--- src/rtl/instr_reg.sv ---
// ============================================================================
// Module      : instr_reg
// Description : Instruction register capturing an opcode, a short address and
//               a full address byte from a byte-wide fetch stream.
//               Optional feature macro: INSTR_REG_DUAL_LOAD_EN (fetch=11 loads
//               all three registers at once; otherwise fetch=11 holds).
// Revision    : 1.0 - initial release
// ============================================================================
`default_nettype none

module instr_reg (
    input  logic       clk,
    input  logic       rst,
    input  logic [1:0] fetch,
    input  logic [7:0] data,
    output logic [2:0] ins,
    output logic [4:0] ad1,
    output logic [7:0] ad2
);

    localparam logic [1:0] C_FETCH_HOLD = 2'b00;
    localparam logic [1:0] C_FETCH_B1   = 2'b01;
    localparam logic [1:0] C_FETCH_B2   = 2'b10;
    localparam logic [1:0] C_FETCH_BOTH = 2'b11;

    logic [2:0] r_ins;
    logic [4:0] r_ad1;
    logic [7:0] r_ad2;

    logic       w_load_ins;
    logic       w_load_ad1;
    logic       w_load_ad2;

    // Per-register load enables decoded from the fetch command.
    always_comb begin
        w_load_ins = 1'b0;
        w_load_ad1 = 1'b0;
        w_load_ad2 = 1'b0;
        case (fetch)
            C_FETCH_HOLD: begin
                w_load_ins = 1'b0;
            end
            C_FETCH_B1: begin
                w_load_ins = 1'b1;
                w_load_ad1 = 1'b1;
            end
            C_FETCH_B2: begin
                w_load_ins = 1'b1;
                w_load_ad2 = 1'b1;
            end
            C_FETCH_BOTH: begin
`ifdef INSTR_REG_DUAL_LOAD_EN
                w_load_ins = 1'b1;
                w_load_ad1 = 1'b1;
                w_load_ad2 = 1'b1;
`else
                w_load_ins = 1'b0;
`endif
            end
            default: begin
                w_load_ins = 1'b0;
            end
        endcase
    end

    // Reset wins over any load in the same cycle.
    always_ff @(posedge clk) begin
        if (!rst) begin
            r_ins <= 3'b000;
            r_ad1 <= 5'b00000;
            r_ad2 <= 8'h00;
        end else begin
            if (w_load_ins) begin
                r_ins <= data[7:5];
            end
            if (w_load_ad1) begin
                r_ad1 <= data[4:0];
            end
            if (w_load_ad2) begin
                r_ad2 <= data;
            end
        end
    end

    assign ins = r_ins;
    assign ad1 = r_ad1;
    assign ad2 = r_ad2;

endmodule

`default_nettype wire

--- config.mk ---
export PLATFORM = sky130hd
export DESIGN_NAME = instr_reg
export DESIGN_NICKNAME = d
export VERILOG_FILES = /design/src/rtl/instr_reg.sv
export SDC_FILE = /design/constraint.sdc
export NUM_CORES = 1
export LEC_CHECK = 0
export BUFFER_PORTS_ARGS = -buffer_cell sky130_fd_sc_hd__buf_2
export CORE_UTILIZATION = 35
export CTS_BUF_LIST = sky130_fd_sc_hd__clkbuf_8
export CTS_CLUSTER_SIZE = 10
export DETAILED_ROUTE_END_ITERATION = 10
export SYNTH_ARGS = -nofsm -noshare
export SYNTH_HDL_FRONTEND = slang
export SYNTH_SLANG_ARGS = --single-unit
--- constraint.sdc ---
create_clock -name clk -period 1 [get_ports clk]
set_clock_uncertainty 0.1 [all_clocks]
set_input_delay 0.2 -clock clk [delete_from_list [all_inputs] [get_ports clk]]
set_output_delay 0.2 -clock clk [all_outputs]
set_load 0.05 [all_outputs]
# --- After elaboration in Yosys (flattened, before gate mapping) ---
# Cells that the tools add are included.
totals:
  ff_bits: 16
  output_inout_bits: 16
  word_cells: 12
op_classes:
  eq_ne: 3
  muxes: 3
  n_reduce_logical: 3
ops:
  columns: ["operator", "n"]
  rows:
  - ["$eq 2x2->1 const B", 2]
  - ["$reduce_or 2->1", 2]
  - ["$eq 2x1->1 const B", 1]
  - ["$logic_not 2->1", 1]
  - ["$mux 1", 2]
  - ["$pmux 1 s2", 1]

# --- Logic depth before layout (Yosys ltp) ---
# Gate-level depths: netlist of the first run.
depth:
  depth_word: 3
  ltp_mapped: 5
  depth_no_buf: 4

# --- Worst setup path after synthesis of the first run ---
# No wires, ideal clock.
synth_path:
  path_kind: "reg2reg"
  start: "reg ins[0] (netlist name)"
  end: "reg r_ins[0], in the netlist ins[0]"
  arrival_time_ns: 0.848
  required_ns: 0.834
  path_slack_ns: -0.014
  stages_incl_launch_ff: 3
  period_less_slack_ns: 1.014
  path_cell_list: "dfxtp_1 -> mux2i_1 -> nor2b_1"
synth_rtl:
  columns: ["element", "line_no", "text"]
  rows:
  - ["to (signal assigned)", "74", "r_ins <= data[7:5];"]
  - ["to (decl)", "26", "logic [2:0] r_ins;"]

# --- Final worst setup path of the first run ---
layout_path:
  start: "reg r_ad2[6], in the netlist ad2[6]"
  end: "out ad2[6]"
layout_rtl:
  columns: ["element", "line_no", "text"]
  rows:
  - ["from (decl)", "28", "logic [7:0] r_ad2;"]
  - ["from (signal assigned)", "80", "r_ad2 <= data;"]
  - ["to (decl)", "18", "output logic [7:0] ad2"]
# No word-level cell between the ends.

==> results.md, run 1 <==
* Worst hold path depth at 3
* CP max stage cell: dfxtp_2
* Slew @ Worst Pin at 0.212 ns
* Hold path startpoint: data[5]
* Placement Rows at 15
* Post-route insts no fill at 109
* Largest net degree at the start of global routing at 17
* Mean post-synth cell area at 11.6 um^2
* Vias in the first global route at 458
* Ports at 28
* Post-Route WL at 1190 um
* Reg2reg path depth at 2
* Most frequent cells in the layout: 16 x mux2i_1, 16 x nor2b_1, 16 x dfxtp_2, 11 x buf_2, 11 x buf_8
* Via count at 469
* Clk slew on worst S/H paths at 0.06 ns
* Synth Instances at 55
* Worst path cell trace: buf_8
* Final setup TNS at -0.427 ns
* Min Tclk post-route at 1.03 ns
* DP Worst Slack at -0.152 ns
* Grt total ovfl at 0
* Synthesized area at 639 um^2
* Fill cells at 159
* Core ar. at 1730 um^2
* Maxcap violations at 0
* Nets at 99
* Die Wd at 44.7 um
* Peak VDD IR at 0.931 mV
* Multi-input gate area at 298 um^2
* Critical path fanouts, max at 2
* Die ar. at 2000 um^2
* Placer Congestion at 0.590
* Maximum clock rate at 0.966 GHz
* TritonRoute pass-1 iters at 2
* Worst r2r src: ad2[6]$_SDFFE_PN0N_
* Slew headroom at 85.9%
* Setup bufs post-CTS at 0
* Final setup vio count at 16
* Crit path buf inv count at 1
* CP max stage delay at 0.35 ns
* # clock sinks at 16
* Syn Nets at 69
* CP Data Required Time at 0.70 ns
* Vias per cell at 4.30
* DP Cell Count at 105
* DRC at 0
* Reg-to-reg endpoint: ad2[6]$_SDFFE_PN0N_
* Root Buffer: clkbuf_8
* CP Class: reg -> out
* Synthesis-to-finish area growth at 58.9%
* Number of buffers added on ports at 27
* CP arrival at 0.73 ns
* Synth warn at 0
* HP Class: in -> reg
* Final setup margin at -0.0349 ns
* Layout cells sized above 1 at 58.3%
* Antenna fix cells at 0
* Clock H-tree levels at 1
* Netlist cell types at 7
* CTS Hold Bufs at 0
* Num CTS Buffers at 3
* #FFs+latches synth at 16
* Seq/Total Area, Yosys at 50.1%
* WHS at 0.133 ns
* Register Area at 340 um^2
* Reg2reg setup slack at 0.26 ns
* Worst-Skew Late Latency at 0.24 ns
* Hold Path Sink: ad2[5]$_SDFFE_PN0N_
* Final period util at 103%
* RSZ-0062 raised after global routing: true
* Power Density at 1590 nW/um^2
* TritonCTS clock tree: yes
* Initial Util at 37.0%
* Leak pwr at 0.000440 uW
* First-pass GRT wire length at 2030 um
* Initial antenna violation count at 0
* WL per Instance at 10.9 um
* Antenna Nets Post-Route at 0
* Slew Viols, Final at 0
* Die Height at 44.7 um
* CP delay by family, top: flip-flops
* Clock Path Buffers at 2
* Initial DRC count at 3
* Aggregate global-route resource usage at 14.5%
* Status: complete, but fails checks
* Layout Utilization at 58.8%
* Final Hold Vio Count at 0
* Startpoint types: flop
* Worst setup EP type: primary output
* Failing checks: setup timing
[metrics by stage]
| stage | cell area, um^2 | power (uW) |
|---|---|---|
| after floorplan | 672 | 933 |
| after global placement | 820 | 1000 |
| after detailed placement | 820 | 1010 |
| after CTS | 986 | 1620 |
| after global routing | 1020 | 1700 |
| final | 1020 | 1610 |
[registers in the layout, summed over array words and instances (netlist names)]
signal / flops
ins: 3
ad2: 8
ad1: 5
[worst max-delay path by stage]
stage / startpoint / endpoint / slack, ns / cells after the start
after global placement: fetch[1] / ad1[4]$_SDFFE_PN0N_ / -0.13 / 6
final: ad2[6]$_SDFFE_PN0N_ / ad2[6] / -0.03 / 1
after CTS: ad2[1]$_SDFFE_PN0N_ / ad2[1] / -0.04 / 1
after detailed placement: fetch[1] / ad1[4]$_SDFFE_PN0N_ / -0.15 / 6
after global routing: ad2[1]$_SDFFE_PN0N_ / ad2[1] / -0.07 / 1
after floorplan: fetch[0] / ad2[0]$_SDFFE_PN0N_ / 0.03 / 5
[synth_stat cells]
| master | n | area (um^2) |
|---|---|---|
| buf_4 | 2 | 15.0 |
| inv_1 | 2 | 7.51 |
| dfxtp_1 | 16 | 320 |
| ha_1 | 2 | 25.0 |
| mux2i_1 | 16 | 160 |
| buf_6 | 1 | 11.3 |
| nor2b_1 | 16 | 100 |
[worst register-to-register path, cell delays in order (launching register included)]
cell and delay (ns):
dfxtp_2 0.33, mux2i_1 0.13, nor2b_1 0.06
[final cells by class]
type,instances,area share (%)
Clock buffer,4,5.42
Multi-Input combinational cell,34,29.3
Inverter,2,0.739
Timing Repair Buffer,28,28.0
Tap cell,25,3.08
Sequential cell,16,33.5
[cell families (layout without fill, tap and decap cells)]
| kind of cell | after synthesis | count (layout) | synth area share [%] |
|---|---|---|---|
| adders and majority gates | 2 | 2 | 3.91 |
| and+or+nand+nor | 16 | 16 | 15.7 |
| DFF | 16 | 16 | 50.1 |
| buffers and inverters | 5 | 34 | 5.28 |
| muxes | 16 | 16 | 25.0 |
[what timing repair did]
item / 4_1_cts / 5_1_grt
setup endpoints to repair: 16 / 16
hold endpoints to repair: 0 / 0
resized for setup: 35 / 8
[layer usage]
metal | vias up | part of all wire [%] | global-route usage [%]
met2 | 18 | 50 | 22.1
met1 | 214 | 42 | 18.0
met5 | - | 0 | 0
met4 | 0 | 1.2 | 7.27
met3 | 2 | 6.4 | 5.20
li1 | 235 | - | -
[report_power, final]
| group | leakage [uW] | switching [uW] | internal [uW] |
|---|---|---|---|
| sequential | 0.000138 | 27.9 | 680 |
| combinational | 0.000273 | 193 | 161 |
| clock | 0.0000288 | 202 | 348 |
(Power assumes the default switching activity.)
==> inputs of run 2 (changes only) <==
--- a/config.mk
+++ b/config.mk
@@ -6,10 +6,12 @@
 export NUM_CORES = 1
 export LEC_CHECK = 0
 export BUFFER_PORTS_ARGS = -buffer_cell sky130_fd_sc_hd__buf_2
+export CAP_MARGIN = 10
 export CORE_UTILIZATION = 35
 export CTS_BUF_LIST = sky130_fd_sc_hd__clkbuf_8
 export CTS_CLUSTER_SIZE = 10
 export DETAILED_ROUTE_END_ITERATION = 10
+export RECOVER_POWER = 50
 export SYNTH_ARGS = -nofsm -noshare
 export SYNTH_HDL_FRONTEND = slang
 export SYNTH_SLANG_ARGS = --single-unit
==> run 2 against run 1 <==
  * Sequential share of layout area up 0.33 points
  * Highest routed layer unchanged
  * Final area down 0.99%
  * Largest cell class unchanged
  * The run still ends with setup timing left
  * Wire length down 0.25%
  * Maximum frequency about the same
  * Clock power about the same
==> results.md, run 2 (same netlist as run 1, synthesis figures left out) <==
* CP delay by family, top: flip-flops
* Status: complete, but fails checks
* Startpoint types: flop
* CP Data Required Time at 0.70 ns
* Number of buffers added on ports at 27
* Final setup margin at -0.0342 ns
* CP max stage delay at 0.35 ns
* Synthesis-to-finish area growth at 57.3%
* Die Wd at 44.7 um
* Largest net degree at the start of global routing at 17
* Vias in the first global route at 458
* Maximum clock rate at 0.967 GHz
* CP Class: reg -> out
* Most frequent cells in the layout: 16 x mux2i_1, 16 x nor2b_1, 16 x dfxtp_2, 11 x buf_2, 11 x buf_8
* Crit path buf inv count at 1
* Via count at 465
* Clock H-tree levels at 1
* CP arrival at 0.73 ns
* Clock Path Buffers at 2
* Power, Total at 1600 uW
* WL per Instance at 10.9 um
* Antenna fix cells at 0
* Final Instance Area at 1010 um^2
* Worst setup EP type: primary output
* RSZ-0062 raised after global routing: true
* Fill cells at 160
* Root Buffer: clkbuf_8
* Critical path fanouts, max at 2
* Slew headroom at 82.8%
* # clock sinks at 16
* HP Class: in -> reg
* Nets at 99
* Final period util at 103%
* Slew Viols, Final at 0
* Worst hold path depth at 3
* Num CTS Buffers at 3
* Final Hold Vio Count at 0
* Final setup vio count at 16
* Placer Congestion at 0.590
* Vias per cell at 4.27
* CTS Hold Bufs at 0
* Aggregate global-route resource usage at 14.5%
* Worst-Skew Late Latency at 0.24 ns
* Leak pwr at 0.000438 uW
* Register Area at 340 um^2
* Die Height at 44.7 um
* Worst path cell trace: buf_8
* TritonRoute pass-1 iters at 3
* Min Tclk post-route at 1.03 ns
* Maxcap violations at 0
* Peak VDD IR at 0.927 mV
* Grt total ovfl at 0
* Initial DRC count at 3
* Initial Util at 37.0%
* Placed instance area at 820 um^2
* TritonCTS clock tree: yes
* Failing checks: setup timing
* Antenna Nets Post-Route at 0
* Critical Path Stages at 1
* Ports at 28
* Power Density at 1590 nW/um^2
* First-pass GRT wire length at 2030 um
* Slew @ Worst Pin at 0.258 ns
* CP max stage cell: dfxtp_2
* Post-Route WL at 1190 um
* Core ar. at 1730 um^2
* Clk slew on worst S/H paths at 0.06 ns
* Max FFs per register at 8
* DRC at 0
* Reg2reg path depth at 2
* Die ar. at 2000 um^2
* Initial antenna violation count at 0
* Multi-input gate area at 288 um^2
* Placement Rows at 15
* Layout cells sized above 1 at 58.3%
==> run 2: area by class of cell <==
cell class	count	share of cell area (%)
Tap cell	25	3.11
Multi-Input combinational cell	34	28.6
Clock buffer	4	5.47
Sequential cell	16	33.8
Timing Repair Buffer	28	28.2
Inverter	2	0.746
==> run 2: metrics by stage <==
stage	instances	setup WS, ns	setup TNS, ns	util (%)	hold slack, ns
CTS	109	-0.0430	-0.563	57.1	0.128
global placement	105	-0.128	-1.60	47.5	0.374
global route	109	-0.0715	-1.04	58.3	0.135
finish	109	-0.0342	-0.427	58.3	0.133
detailed placement	105	-0.152	-1.96	47.5	0.382
floorplan	55	0.0274	0	-	0.228
==> run 2: path summary, 6_finish.rpt <==
| kind | startpoint | to | slack, ns |
|---|---|---|---|
| worst max-delay path | ad2[6]$_SDFFE_PN0N_ | ad2[6] | -0.03 |
| worst min-delay path | data[5] | ad2[5]$_SDFFE_PN0N_ | 0.13 |
| worst max register to register | ad2[6]$_SDFFE_PN0N_ | ad2[6]$_SDFFE_PN0N_ | 0.26 |
| worst min register to register | ad2[2]$_SDFFE_PN0N_ | ad2[2]$_SDFFE_PN0N_ | 0.42 |
==> run 2: routing by layer <==
layer,global-route usage (%),up-vias,wire [um]
met5,0,-,0
met4,7.27,0,14
met3,5.20,2,76
met2,22.1,18,598
met1,18.0,210,497
li1,-,235,-
==> run 2: repair_timing <==
action / 4_1_cts / 5_1_grt
buffers inserted: 0 / 0
pin swaps: 0 / 0
hold endpoints to repair: 0 / 0
setup endpoints to repair: 16 / 16
resized for setup: 35 / 8
==> run 2: where the power goes <==
part | leakage (uW) | switching, uW | internal [uW]
sequential | 0.000138 | 28.1 | 680
clock | 0.0000288 | 200 | 348
combinational | 0.000272 | 191 | 155
